==> src/rtl/layer_ctrl_pkg.sv <==
// Shared types and constants for the per-layer execution sequencer.
// Stage indices follow the fixed LN1 -> LIN2 chain of one transformer layer.
package layer_ctrl_pkg;

  typedef enum logic [1:0] {
    IDLE,
    ISSUE,
    WAIT,
    DONE
  } state_t;

  localparam int ST_LN1  = 0;
  localparam int ST_QKV  = 1;
  localparam int ST_ATTN = 2;
  localparam int ST_PROJ = 3;
  localparam int ST_LN2  = 4;
  localparam int ST_LIN1 = 5;
  localparam int ST_LIN2 = 6;

  localparam int NUM_STAGE_C = 7;

endpackage

==> src/rtl/stage_watchdog.sv <==
// Per-stage wait counter: cleared when a stage is issued, counts while waiting,
// and flags expiry on the TIMEOUT_CYC-th consecutive idle wait cycle.
module stage_watchdog #(
  parameter int TIMEOUT_CYC = 4096
) (
  input  logic clk,
  input  logic rst,
  input  logic clear,
  input  logic enable,
  output logic expire
);

  generate
    if (TIMEOUT_CYC == 0) begin : g_off
      assign expire = 1'b0;
    end else begin : g_on
      localparam int W = (TIMEOUT_CYC > 1) ? $clog2(TIMEOUT_CYC) : 1;
      localparam logic [W-1:0] LIMIT = W'(TIMEOUT_CYC - 1);

      logic [W-1:0] count;

      // NOTE: sequential state is updated only with non-blocking assignments so
      // every always_ff reads the pre-edge value of every other register.
      always_ff @(posedge clk) begin
        if (rst || clear) begin
          count <= '0;
        end else if (enable && (count != LIMIT)) begin
          count <= count + 1'b1;
        end
      end

      assign expire = enable && (count == LIMIT);
    end
  endgenerate

endmodule

==> src/rtl/layer_exec_ctrl.sv <==
// Runs one transformer layer per ln_start as a fixed chain of sub-engine stages,
// answers with linear2_done, tracks the layer index and flags protocol errors.
module layer_exec_ctrl
  import layer_ctrl_pkg::*;
#(
  parameter int NUM_LAYER   = 12,
  parameter int NUM_STAGE   = NUM_STAGE_C,
  parameter int TIMEOUT_CYC = 4096
) (
  input  logic                         clk,
  input  logic                         rst,
  input  logic                         ln_start,
  input  logic [NUM_STAGE-1:0]         stage_done,
  input  logic                         err_clr,
  output logic [NUM_STAGE-1:0]         stage_start,
  output logic                         linear2_done,
  output logic                         busy,
  output logic [$clog2(NUM_LAYER)-1:0] layer_idx,
  output logic                         last_layer,
  output logic                         err_overlap,
  output logic                         err_spurious,
  output logic                         err_timeout
);

  localparam int SW = $clog2(NUM_STAGE);
  localparam int LW = $clog2(NUM_LAYER);
  localparam logic [SW-1:0] STAGE_MAX = SW'(NUM_STAGE - 1);
  localparam logic [LW-1:0] LAYER_MAX = LW'(NUM_LAYER - 1);

  state_t               state;
  logic [SW-1:0]        stage;
  logic [NUM_STAGE-1:0] stage_mask;
  logic [NUM_STAGE-1:0] spurious;
  logic                 done_hit;
  logic                 wd_expire;

  assign stage_mask = NUM_STAGE'(1) << stage;

  // NOTE: every signal driven here gets a default first so no path leaves it
  // unassigned, which would otherwise infer a latch.
  always_comb begin
    done_hit = 1'b0;
    spurious = stage_done;
    if (state == WAIT) begin
      done_hit = |(stage_done & stage_mask);
      spurious = stage_done & ~stage_mask;
    end
  end

  stage_watchdog #(
    .TIMEOUT_CYC(TIMEOUT_CYC)
  ) u_watchdog (
    .clk    (clk),
    .rst    (rst),
    .clear  (state == ISSUE),
    .enable ((state == WAIT) && !done_hit),
    .expire (wd_expire)
  );

  assign busy       = (state != IDLE);
  assign last_layer = (layer_idx == LAYER_MAX);

  always_ff @(posedge clk) begin
    if (rst) begin
      state        <= IDLE;
      stage        <= '0;
      layer_idx    <= '0;
      stage_start  <= '0;
      linear2_done <= 1'b0;
      err_overlap  <= 1'b0;
      err_spurious <= 1'b0;
      err_timeout  <= 1'b0;
    end else begin
      stage_start  <= '0;
      linear2_done <= 1'b0;
      // A new error event outranks a simultaneous clear.
      err_overlap  <= (err_overlap  & ~err_clr) | (ln_start && (state != IDLE));
      err_spurious <= (err_spurious & ~err_clr) | (|spurious);
      err_timeout  <= (err_timeout  & ~err_clr) | wd_expire;

      case (state)
        IDLE: begin
          if (ln_start) begin
            stage       <= SW'(ST_LN1);
            stage_start <= NUM_STAGE'(1) << ST_LN1;
            state       <= ISSUE;
          end
        end
        ISSUE: state <= WAIT;
        WAIT: begin
          if (done_hit) begin
            if (stage == STAGE_MAX) begin
              linear2_done <= 1'b1;
              state        <= DONE;
            end else begin
              stage       <= stage + 1'b1;
              stage_start <= stage_mask << 1;
              state       <= ISSUE;
            end
          end else if (wd_expire) begin
            state <= IDLE;
          end
        end
        DONE: begin
          layer_idx <= (layer_idx == LAYER_MAX) ? '0 : layer_idx + 1'b1;
          state     <= IDLE;
        end
        default: state <= IDLE;
      endcase
    end
  end

endmodule

==> config.mk <==
export PLATFORM = sky130hd
export DESIGN_NAME = layer_exec_ctrl
export DESIGN_NICKNAME = d
export VERILOG_FILES = /design/src/rtl/layer_ctrl_pkg.sv /design/src/rtl/stage_watchdog.sv /design/src/rtl/layer_exec_ctrl.sv
export SDC_FILE = /design/constraint.sdc
export NUM_CORES = 1
export LEC_CHECK = 0
export ABC_AREA = 1
export CORE_ASPECT_RATIO = 0.9
export CORE_MARGIN = 10
export CORE_UTILIZATION = 40
export CTS_CLUSTER_SIZE = 24
export DETAILED_ROUTE_END_ITERATION = 7
export GPL_TIMING_DRIVEN = 0
export MAX_ROUTING_LAYER = met4
export PLACE_DENSITY_LB_ADDON = 0.25
export SLEW_MARGIN = 20
export SYNTH_ARGS = -nofsm -noshare
export SYNTH_HDL_FRONTEND = slang
export SYNTH_SLANG_ARGS = --single-unit
==> constraint.sdc <==
create_clock -name clk -period 2.7 [get_ports clk]
set_input_delay 0.54 -clock clk [delete_from_list [all_inputs] [get_ports clk]]
set_output_delay 0.54 -clock clk [all_outputs]
set_load 0.05 [all_outputs]
==> qor.csv, run 1 <==
stage,metric,value,unit
cts,cts_tree,built,
sta,clock-skew-final,0.008237,ns
power,ir_worst_vdd,365.8,uV
global_routing,antenna_found_initial,0,
layout,finalNetCount,287,
synthesis,netlist_instances,236,
layout,syn_to_final_growth,24.25,%
floorplan,num_rows,22,
global_routing,grt-ovfl-total,0,
synthesis,synthesis.nets,254,
floorplan,initial_core_util,42.20,%
job,max_cap_viol_count,0,
floorplan,dieArea,7438,um2
sta,slew_violations,0,
cts,htreeDepth,2,
power,clock_power_share,34.3,%
power,switching_power,0.0003295,W
synthesis,yosysWarningCount,0,
floorplan,core_area,4156,um2
layout,diodes,0,
power,powerDensity,504.7,nW/um2
setup_path,cp-start-kind,flip-flop,
synthesis,synth_area_per_cell,7.433,um2
run_status,status,completed,
setup_path,critPathMaxStageDelay,0.80,ns
power,p_seq_share,45.2,%
cts,cts.sinks,32,
sta,clock.fmax,405.5,MHz
sta,relSlewSlack,65.34,%
sta,finalCritPeriodShare,91.34,%
cts,cts_root_buf,clkbuf_8,
global_routing,grt_max_degree,11,
detailed_routing,routed_wl,3835,um
global_routing,grt_pass1_wl,6582,um
setup_path,end_kind,output pin,
place,hpwl,2909,um
cts,cts_setup_buffers,0,
detailed_routing,drtAntennaViolNets,0,
sta,setup_violations,0,
floorplan,dieHeight,82.83,um
sta,holdWs,0.4669,ns
synthesis,synth_area_leaders,"dfxtp_1 37%, nand2_1 15%, ha_1 5.0%",
setup_path,critPathMostFrequentCell,inv_1,
detailed_routing,wl_per_cell,11.62,um
place,io_buffers,26,
setup_path,setup.worst_path.class,flip-flop to output pin,
detailed_routing,vias_per_cell,4.727,
sta,period_needed,2.466,ns
global_routing,track_usage,10.72,%
layout,drive_above_1_share,11.11,%
power,p_sw_share,29.95,%
global_routing,grt_pass1_vias,1488,
cts,cts_resized,0,
synthesis,ys_seq_area_share,36.52,%
detailed_routing,vias,1560,
setup_path,cpMaxStageDelayCell,clkdlybuf4s50_1,
hold_path,hold_path.class,flip-flop to flip-flop,
setup_path,crit_required,2.16,ns
setup_path,crit_fanout,5,
synthesis,synth.ff_latch_count,32,
setup_path,path_cells,ha_1 > inv_1 > nor2_1 > nand2_1 > inv_1 > clkdlybuf4s50_1,
sta,rsz0062_at_grt,no,
cts,clock_path_buffers,2,
cts,clock_latency,0.29,ns
floorplan,ios,28,
synthesis,yosysTopAreaCellShare,36.52,%
sta,worstMarginPinSlew,0.5183,ns
sta,tns,0,ns
detailed_routing,dr.pass1.iters,4,
cts,clk_pin_slew,0.06,ns
detailed_routing,drc,0,
setup_path,arrival,1.93,ns
floorplan,die_w,89.81,um
place,gp_congestion,0.8658,
power,p_leak,0.8455,nW
detailed_routing,drt_iter0_drc,145,
synthesis,netlist_area,1754,um2
synthesis,yosys.area.top_type,dfxtp_1,
sta,finalHoldViolCount,0,
synthesis,synth.distinct_cells,30,
power,p_int,0.0007706,W
power,combPwrFrac,20.5,%
cts,hold_buffers,0,
cts,numCtsBuffers,5,
[kinds of logic after synthesis]
logic type / synth area share, %
fa+ha+maj: 4.993
simple gates: 35.38
flops: 36.52
buf+inv: 7.631
compound gates: 9.987
xor+xnor: 5.492
[final timing paths]
check	from	endpoint	slack, ns	cells after the start
worst max-delay path	layer_idx[0]	last_layer	0.23	6
worst min-delay path	err_timeout	err_timeout	0.47	2
worst max register to register	stage[0]	u_watchdog.g_on.count[0]	0.85	9
worst min register to register	err_timeout	err_timeout	0.47	2
[Yosys cell counts]
cell type / instances
a21boi_0: 1
a21oi_1: 16
a21oi_2: 3
a31oi_1: 1
buf_2: 1
buf_6: 3
clkbuf_1: 1
dfxtp_1: 32
ha_1: 7
inv_1: 20
inv_2: 2
inv_6: 1
nand2_1: 69
nand2_4: 3
nand3_1: 12
nand3_2: 3
nand3_4: 2
nand4_1: 4
nor2_1: 23
nor2_2: 1
nor2_4: 2
nor2_8: 1
nor3_1: 3
nor3b_1: 2
o211ai_1: 1
o21a_1: 1
o21ai_0: 8
or2_2: 2
xnor2_1: 7
xor2_1: 4
[sequential cells by signal (all words and copies together), names as in the netlist, 2 cells and up]
name / count
state: 2
u_watchdog.g_on.count: 12
stage_start: 7
layer_idx: 4
stage: 3
[power by group through the flow]
stage / registers [W] / clock network (W) / logic [W]
after floorplan: 0.000526 / 0 / 0.000143
after detailed placement: 0.000508 / 0 / 0.000225
after global routing: 0.000498 / 0.000419 / 0.000249
after global placement: 0.000508 / 0 / 0.000225
final: 0.000497 / 0.000377 / 0.000226
after CTS: 0.000497 / 0.000394 / 0.000227
[through the flow]
| step | power (W) | util (%) | std cells | setup slack (ns) | cell area, um2 |
|---|---|---|---|---|---|
| 5_1_grt | 0.001167 | 52.44 | 330 | 0.05825 | 2180 |
| 6_report | 0.001100 | 52.44 | 330 | 0.2339 | 2180 |
| 3_3_place_gp | 0.0007324 | 50.27 | 322 | 0.5282 | 2090 |
| 2_1_floorplan | 0.0006687 | - | 236 | 0.7242 | 1754 |
| 4_1_cts | 0.001118 | 52.44 | 330 | 0.2078 | 2180 |
| 3_5_place_dp | 0.0007330 | 50.27 | 322 | 0.5335 | 2090 |
[cell type report]
type / instances / area, um2
Tap cell: 60 / 75.07
Timing Repair Buffer: 26 / 260.3
Sequential cell: 32 / 640.6
Multi-Input combinational cell: 176 / 979.7
Inverter: 23 / 91.34
Fill cell: 413 / 1977
Clock buffer: 8 / 90.09
Buffer: 5 / 42.54
[cell usage in the layout (no fill, tap or decap), types with 3 or more instances in the layout]
| cell | instances |
|---|---|
| nand2_1 | 69 |
| dfxtp_1 | 32 |
| clkdlybuf4s50_1 | 26 |
| nor2_1 | 23 |
| inv_1 | 20 |
| a21oi_1 | 16 |
| nand3_1 | 12 |
| o21ai_0 | 8 |
| xnor2_1 | 7 |
| ha_1 | 7 |
| clkbuf_8 | 6 |
| nand4_1 | 4 |
| xor2_1 | 4 |
| buf_6 | 3 |
| nand2_4 | 3 |
| nand3_2 | 3 |
| clkbuf_1 | 3 |
| a21oi_2 | 3 |
| nor3_1 | 3 |
[critical path, delay by kind of cell, from the launching register on]
kind | cells | cell delay, ns
adder cells (fa/ha/maj) | 1 | 0.17
flip-flops | 1 | 0.39
AND/OR/NAND/NOR | 2 | 0.19
buffers and inverters | 3 | 0.90
[layer usage]
metal / vias to the layer above / global-route usage [%] / part of all wire, %
met3: 2 / 4.586 / 6.4
met4: 0 / 3.650 / 0.26
li1: 825 / - / -
met2: 38 / 15.09 / 40
met5: - / - / 0
met1: 695 / 13.33 / 53
Power figures use the tool's default switching activity.
==> run 2: changes to the inputs <==
--- a/config.mk
+++ b/config.mk
@@ -9,10 +9,10 @@
 export CORE_ASPECT_RATIO = 0.9
 export CORE_MARGIN = 10
 export CORE_UTILIZATION = 40
+export CTS_BUF_LIST = sky130_fd_sc_hd__clkbuf_4
 export CTS_CLUSTER_SIZE = 24
 export DETAILED_ROUTE_END_ITERATION = 7
 export GPL_TIMING_DRIVEN = 0
-export MAX_ROUTING_LAYER = met4
 export PLACE_DENSITY_LB_ADDON = 0.25
 export SLEW_MARGIN = 20
 export SYNTH_ARGS = -nofsm -noshare
==> qor.csv, run 2 (same netlist as run 1, synthesis figures left out) <==
stage,metric,value,unit,change
layout,drive_above_1_share,11.48,%,+0.37 points
layout,largest-register,u_watchdog.g_on.count,,
detailed_routing,drc,0,,unchanged
detailed_routing,drtAntennaViolNets,0,,unchanged
layout,diodes,0,,unchanged
place,hpwl,2909,um,unchanged
sta,worstMarginPinSlew,0.5175,ns,-0.0007752 ns
setup_path,critPathMaxStageDelay,0.82,ns,+0.02 ns
place,placed_area,2090,um2,unchanged
sta,period_needed,2.306,ns,-0.1605 ns
layout,fillCellCount,416,,+0.73%
cts,clock_path_buffers,2,,unchanged
detailed_routing,routed_wl,3810,um,-0.65%
global_routing,grt_pass1_vias,1480,,-0.54%
global_routing,track_usage,10.38,%,-0.34 points
layout,finalNetCount,287,,unchanged
floorplan,die_w,89.81,um,unchanged
detailed_routing,drt_iter0_drc,101,,-30%
setup_path,arrival,1.77,ns,-0.16 ns
sta,holdWs,0.4731,ns,+0.006161 ns
sta,finalCritPeriodShare,85.39,%,-5.9 points
run_status,status,completed,,
place,io_buffers,26,,unchanged
place,gp_congestion,0.8524,,-1.5%
cts,htreeDepth,2,,unchanged
floorplan,dieArea,7438,um2,unchanged
setup_path,path_cells,nor2_1 > inv_1 > clkdlybuf4s50_1,,
sta,rsz0062_at_grt,no,,
detailed_routing,dr.pass1.iters,4,,unchanged
power,powerDensity,466.8,nW/um2,-7.5%
global_routing,grt_pass1_wl,6555,um,-0.41%
floorplan,dieHeight,82.83,um,unchanged
cts,cts_root_buf,clkbuf_4,,
sta,slew_violations,0,,unchanged
sta,relSlewSlack,65.39,%,about the same
layout,mostFrequentLayoutCells,"69 x nand2_1, 32 x dfxtp_1, 25 x clkdlybuf4s50_1, 23 x nor2_1, 20 x inv_1",,
setup_path,crit_fanout,4,,-1
setup_path,cpMaxStageDelayCell,clkdlybuf4s50_1,,
hold_path,min_path_cells,2,,unchanged
cts,clock_latency,0.34,ns,+0.05 ns
cts,clk_pin_slew,0.10,ns,+0.04 ns
floorplan,initial_core_util,42.20,%,unchanged
layout,design_area,2148,um2,-1.4%
global_routing,antenna_found_initial,0,,unchanged
cts,cts_setup_buffers,0,,unchanged
setup_path,cp-start-kind,flip-flop,,
layout,final_common_cell,nand2_1,,
power,p_leak,0.8525,nW,+0.83%
floorplan,core_area,4156,um2,unchanged
sta,clock.fmax,433.7,MHz,+7.0%
sta,clock-skew-final,0.01613,ns,+0.007898 ns
hold_path,hold_path.class,flip-flop to flip-flop,,
global_routing,grt-ovfl-total,0,,unchanged
job,max_cap_viol_count,0,,unchanged
layout,largest_reg_flops,12,,unchanged
cts,numCtsBuffers,5,,unchanged
floorplan,ios,28,,unchanged
layout,syn_to_final_growth,22.47,%,
setup_path,r2r_cells,9,,unchanged
sta,tns,0,ns,unchanged
layout,reg.largest.list,"u_watchdog.g_on.count (12), stage_start (7), layer_idx (4)",,
setup_path,crit_required,2.16,ns,about the same
setup_path,setup.worst_path.class,flip-flop to output pin,,
sta,setup_violations,0,,unchanged
cts,cts_tree,built,,
setup_path,end_kind,output pin,,
detailed_routing,vias,1581,,+1.3%
floorplan,num_rows,22,,unchanged
cts,cts.sinks,32,,unchanged
power,ir_worst_vdd,311.8,uV,-15%
sta,finalHoldViolCount,0,,unchanged
global_routing,grt_max_degree,11,,unchanged
detailed_routing,wl_per_cell,11.55,um,-0.65%
detailed_routing,vias_per_cell,4.791,,+1.3%
-- run 2: cell count changes in the layout (fill, tap and decap cells not counted) --
cell,delta
clkbuf_4,+7
clkbuf_8,-6
clkbuf_1,-2
clkdlybuf4s50_1,-1
clkinv_1,+1
dlymetal6s2s_1,+1
-- run 2: path summary, 6_finish.rpt --
kind	startpoint	endpoint	slack (ns)
max reg2reg	stage[0]	u_watchdog.g_on.count[5]	0.86
max	state[1]	busy	0.39
min reg2reg	err_timeout	err_timeout	0.47
min	err_timeout	err_timeout	0.47
-- run 2: final cells by class --
cell class	instances	area (um2)	area share (%)
Clock buffer	7	52.55	2.446
Tap cell	60	75.07	3.494
Buffer	5	42.54	1.980
Clock inverter	1	3.754	0.1747
Multi-Input combinational cell	176	979.7	45.60
Timing Repair Buffer	26	262.8	12.23
Sequential cell	32	640.6	29.82
Inverter	23	91.34	4.252
-- run 2: power by group --
| group | switching (W) | internal, W | leakage [nW] |
|---|---|---|---|
| clock network | 0.000161 | 0.000120 | 0.0338 |
| registers | 0.0000108 | 0.000486 | 0.259 |
| logic | 0.000149 | 0.0000764 | 0.560 |
| total | 0.000320 | 0.000682 | 0.853 |
-- run 2: critical path, delay by kind of cell (launching register included) --
family / cells / cell delay (ns)
buffers and inverters: 2 / 0.93
flip-flops: 1 / 0.39
AND/OR/NAND/NOR: 1 / 0.10
-- run 2: per-stage QoR --
step	util (%)	setup slack, ns	total power [W]	instances
finish	51.69	0.3943	0.001003	330
global route	51.69	0.3150	0.001067	330
CTS	51.63	0.1299	0.001019	330
detailed placement	50.27	0.5335	0.0007330	322
global placement	50.27	0.5282	0.0007324	322
floorplan	-	0.7242	0.0006687	236
-- run 2: per-layer routing --
layer  wire, um  share of wire, %  track usage (%)
met1       1911                50            12.71
met2       1530                40            15.09
met3        301               7.9            4.676
met4         66               1.7            4.818
met5          0                 0                0
-- run 2: repair_timing --
action / in CTS / in global routing
endpoints found under the setup margin: 0 / 1
gates resized for setup: 0 / 1
hold buffers: 0 / 0
